File: src/rtl/handshake_fixmul_pipe.sv
// Elastic signed fixed-point multiplier that joins two operand channels.
// It computes floor(lhs*rhs / 2^FRAC_BITS), saturates the result, and moves it through a LATENCY-deep stalling pipeline.
module handshake_fixmul_pipe #(
  parameter int DATA_WIDTH = 27,
  parameter int FRAC_BITS  = 24,
  parameter int LATENCY    = 3
) (
  input  logic                  clk,
  input  logic                  rst,
  input  logic [DATA_WIDTH-1:0] lhs,
  input  logic                  lhs_valid,
  output logic                  lhs_ready,
  input  logic [DATA_WIDTH-1:0] rhs,
  input  logic                  rhs_valid,
  output logic                  rhs_ready,
  output logic [DATA_WIDTH-1:0] result,
  output logic                  result_valid,
  input  logic                  result_ready
);

  localparam int PW = 2 * DATA_WIDTH;

  // Full signed product, floor shift, then clamp to the signed DATA_WIDTH range.
  function automatic logic [DATA_WIDTH-1:0] fix_mul_sat(
    input logic signed [DATA_WIDTH-1:0] a,
    input logic signed [DATA_WIDTH-1:0] b
  );
    logic signed [PW-1:0]   prod;
    logic signed [PW-1:0]   shifted;
    logic [DATA_WIDTH-1:0]  res;
    prod    = PW'(a) * PW'(b);
    shifted = prod >>> FRAC_BITS;
    if ((&shifted[PW-1:DATA_WIDTH-1]) || (~|shifted[PW-1:DATA_WIDTH-1])) begin
      res = shifted[DATA_WIDTH-1:0];
    end else if (shifted[PW-1]) begin
      res = {1'b1, {(DATA_WIDTH-1){1'b0}}};
    end else begin
      res = {1'b0, {(DATA_WIDTH-1){1'b1}}};
    end
    return res;
  endfunction

  logic [LATENCY:1]      v_q;
  logic [DATA_WIDTH-1:0] data_q [1:LATENCY];
  logic [DATA_WIDTH-1:0] data_d;
  logic                  en_s;
  logic                  fire_s;

  // Global stall enable, join handshake and stage-1 arithmetic.
  always_comb begin
    en_s      = (~v_q[LATENCY]) | result_ready;
    fire_s    = en_s & lhs_valid & rhs_valid;
    lhs_ready = en_s & rhs_valid;
    rhs_ready = en_s & lhs_valid;
    data_d    = fix_mul_sat($signed(lhs), $signed(rhs));
  end

  // Pipeline shift. Stage-1 data only loads on fire, so bubbles carry held values instead of X.
  always_ff @(posedge clk or posedge rst) begin
    if (rst) begin
      v_q <= '0;
      for (int k = 1; k <= LATENCY; k++) begin
        data_q[k] <= '0;
      end
    end else if (en_s) begin
      v_q[1] <= fire_s;
      if (fire_s) begin
        data_q[1] <= data_d;
      end
      for (int k = 2; k <= LATENCY; k++) begin
        v_q[k]    <= v_q[k-1];
        data_q[k] <= data_q[k-1];
      end
    end
  end

  assign result_valid = v_q[LATENCY];
  assign result       = data_q[LATENCY];

endmodule
File: config.mk
export PLATFORM = sky130hd
export DESIGN_NAME = handshake_fixmul_pipe
export DESIGN_NICKNAME = d
export VERILOG_FILES = /design/src/rtl/handshake_fixmul_pipe.sv
export SDC_FILE = /design/constraint.sdc
export NUM_CORES = 2
export LEC_CHECK = 0
export BUFFER_PORTS_ARGS = -buffer_cell sky130_fd_sc_hd__buf_2
export CAP_MARGIN = 0
export CORE_MARGIN = 8
export CORE_UTILIZATION = 55
export DETAILED_ROUTE_END_ITERATION = 8
export PLACE_DENSITY = 0.75
export SKIP_CTS_REPAIR_TIMING = 1
export SYNTH_ARGS = -nofsm -noshare
export SYNTH_HDL_FRONTEND = slang
export SYNTH_SLANG_ARGS = --single-unit
File: constraint.sdc
create_clock -name clk -period 3.9 [get_ports clk]
set_clock_uncertainty 0.05 [all_clocks]
set_input_delay 0.585 -clock clk [delete_from_list [all_inputs] [get_ports clk]]
set_output_delay 0.585 -clock clk [all_outputs]
set_load 0.05 [all_outputs]
==> flow_summary.json <==
{
  "syn-instance-count": 3236,
  "rows": 85,
  "finalWeightedCongestion": 0.947,
  "cts_buffer_depth": 2,
  "end_kind": "flip-flop",
  "violations": "setup timing",
  "grt_pass1_vias": 24984,
  "worstMarginPinSlew_ps": 1160,
  "first_pass_iters": 5,
  "yosysWarnings": 0,
  "cts_buffers": 9,
  "die_area_sq_um": 61200,
  "most-common-layout-cells": "inv_1 (781), fa_1 (727), nand2_1 (616)",
  "clkSinkCount": 84,
  "synthDistinctLibCells": 61,
  "fmax_ghz": 0.131,
  "yosysTopAreaCell": "fa_1",
  "clk_latency_ps": 330,
  "dp_hpwl_um": 64400,
  "vias": 22177,
  "nets": 4470,
  "synth_edf_count": 0,
  "io_buffers": 88,
  "overflow": 0,
  "synth-xor-area-share_pct": 1.31,
  "die_h_um": 247,
  "drt-total-wl_um": 75900,
  "holdWs_ps": 276,
  "worstPathMaxFanout": 7,
  "drc": 0,
  "dp_slack_ps": -4400,
  "netlist_area_sq_um": 29400,
  "num_io_pins": 89,
  "synth_nets": 4208,
  "synthAdderAreaFrac_pct": 58.2,
  "ant_nets": 0,
  "synth-seq-cells": 84,
  "grt_pass1_wl_um": 127000,
  "cts-root-buf": "clkbuf_16",
  "htree_num_levels": 3,
  "design.core.area_sq_um": 53400,
  "final-hold-violation-count": 0,
  "syn_avg_cell_area_sq_um": 9.10,
  "final_util_pct": 64.1,
  "grt.total_usage_pct": 26.0,
  "drt_iter0_markers": 1478,
  "period_minus_slack_ps": 7650,
  "final_common_cell": "inv_1",
  "layout-drive-gt1-share_pct": 17.6,
  "syn_to_final_growth_pct": 16.3,
  "rsz0062_at_grt": "yes",
  "cp_data_arrival_time_ps": 7860,
  "antenna_found_initial": 1,
  "crit_type": "in -> reg",
  "grt_start_max_net_pins": 59,
  "synth_ff_type": "dfrtp_1",
  "synth_top_area_share_pct": 51.7,
  "cpPeakStageDelay_ps": 600,
  "yosysSeqAreaShare_pct": 7.14,
  "start_kind": "input pin",
  "fin_ws_ps": -3750,
  "maxSlewHeadroom_pct": 22.6,
  "muxShareOfSynthArea_pct": 0.0382,
  "initial_utilization_pct": 55.1,
  "crit_slowest_cell": "fa_2",
  "async_flop_share_pct": 100,
  "yosys-top-cells-area": "fa_1 (52%), inv_1 (10%), nand2_1 (8.0%)",
  "synthSimpleGateAreaFrac_pct": 16.2,
  "period_share_pct": 196,
  "max_cap_violations": 0,
  "synth_compound_gate_area_share_pct": 3.93,
  "crit_required_ps": 4120,
  "die_w_um": 247,
  "finalMaxSlewViolations": 0,
  "synth_top_family_by_area": "adder cells",
  "post_drt_wl_per_cell_um": 18.1,
  "hp-class": "in -> async",
  "status": "finished with violations",
  "cts_tree": "done",
  "path_clk_slew_ps": 60,
  "vias_per_cell": 5.28,
  "finalSetupViolations": 27
}
[Yosys cell counts, drive strengths merged (4+ instances only)]
cell type,n
nor3,37
nand4,9
a211oi,4
and3,9
a21oi,39
and2,274
o21a,5
o211ai,4
ha,153
a31oi,8
xor2,12
nand2b,10
fa,760
buf,38
o21bai,4
dfrtp,84
xnor2,32
o22a,26
inv,802
nand3,13
o21ai,16
a21o,27
clkbuf,161
nand2,629
nor2,35
[path summary, 6_finish.rpt]
check,from,to,slack [ps],depth (start not counted)
max in group asynchronous,rst,data_q[56],2520,3
hold reg to reg,result[8],result[8],410,2
hold / removal,rst,result[5],280,2
setup / recovery,rhs[0],data_q[67],-3750,30
min in group clk,result[8],result[8],410,2
setup reg to reg,v_q[3],data_q[67],1920,6
[stage by stage]
| step | std cells | TNS, ps | cell area (sq um) |
|---|---|---|---|
| 6_report | 4200 | -95560 | 34200 |
| 5_1_grt | 4199 | -101530 | 34200 |
| 4_1_cts | 4177 | -109750 | 33300 |
| 3_5_place_dp | 4161 | -117720 | 33000 |
| 3_3_place_gp | 4161 | -113090 | 33000 |
| 2_1_floorplan | 3236 | -96330 | 30400 |
[per-layer routing]
metal | share of wire (%) | vias up | GRT usage, %
met5 | 0 | - | 0
met4 | 4.5 | 0 | 10.5
met3 | 6.0 | 219 | 3.04
met2 | 52 | 787 | 46.2
met1 | 38 | 11405 | 32.0
li1 | - | 9766 | -
[final cells by class]
type	instances	area, sq um
antenna	1	2.50
clock buffer	13	260
clock inverter	3	45.0
fill	4180	19200
inverter	802	3020
multi-input combinational	2152	24100
sequential	84	2100
tap	696	871
timing repair buffer	449	3820
[worst max-delay path: cells and delay by family]
family	cells	cell delay (ps)
compound gates	9	1720
fa+ha+maj	8	3650
buf+inv	10	1240
simple gates	3	650
[logic make-up (layout without fill, tap and decap cells)]
group / count (synthesis) / in the layout
AOI/OAI and AO/OA: 160 / 161
DFF: 84 / 84
xor gates and xnor gates: 44 / 44
other: 0 / 1
and+or+nand+nor: 1033 / 1033
muxes: 1 / 1
adders and majority gates: 913 / 913
buffers and inverters: 1001 / 1267
[sequential cells by signal, summed over array words and instances (netlist names)]
name    count
data_q     54
result     27
v_q         3
Power is not shown: default switching activity piles up to over one toggle a cycle in this logic, so the estimate is an artifact.
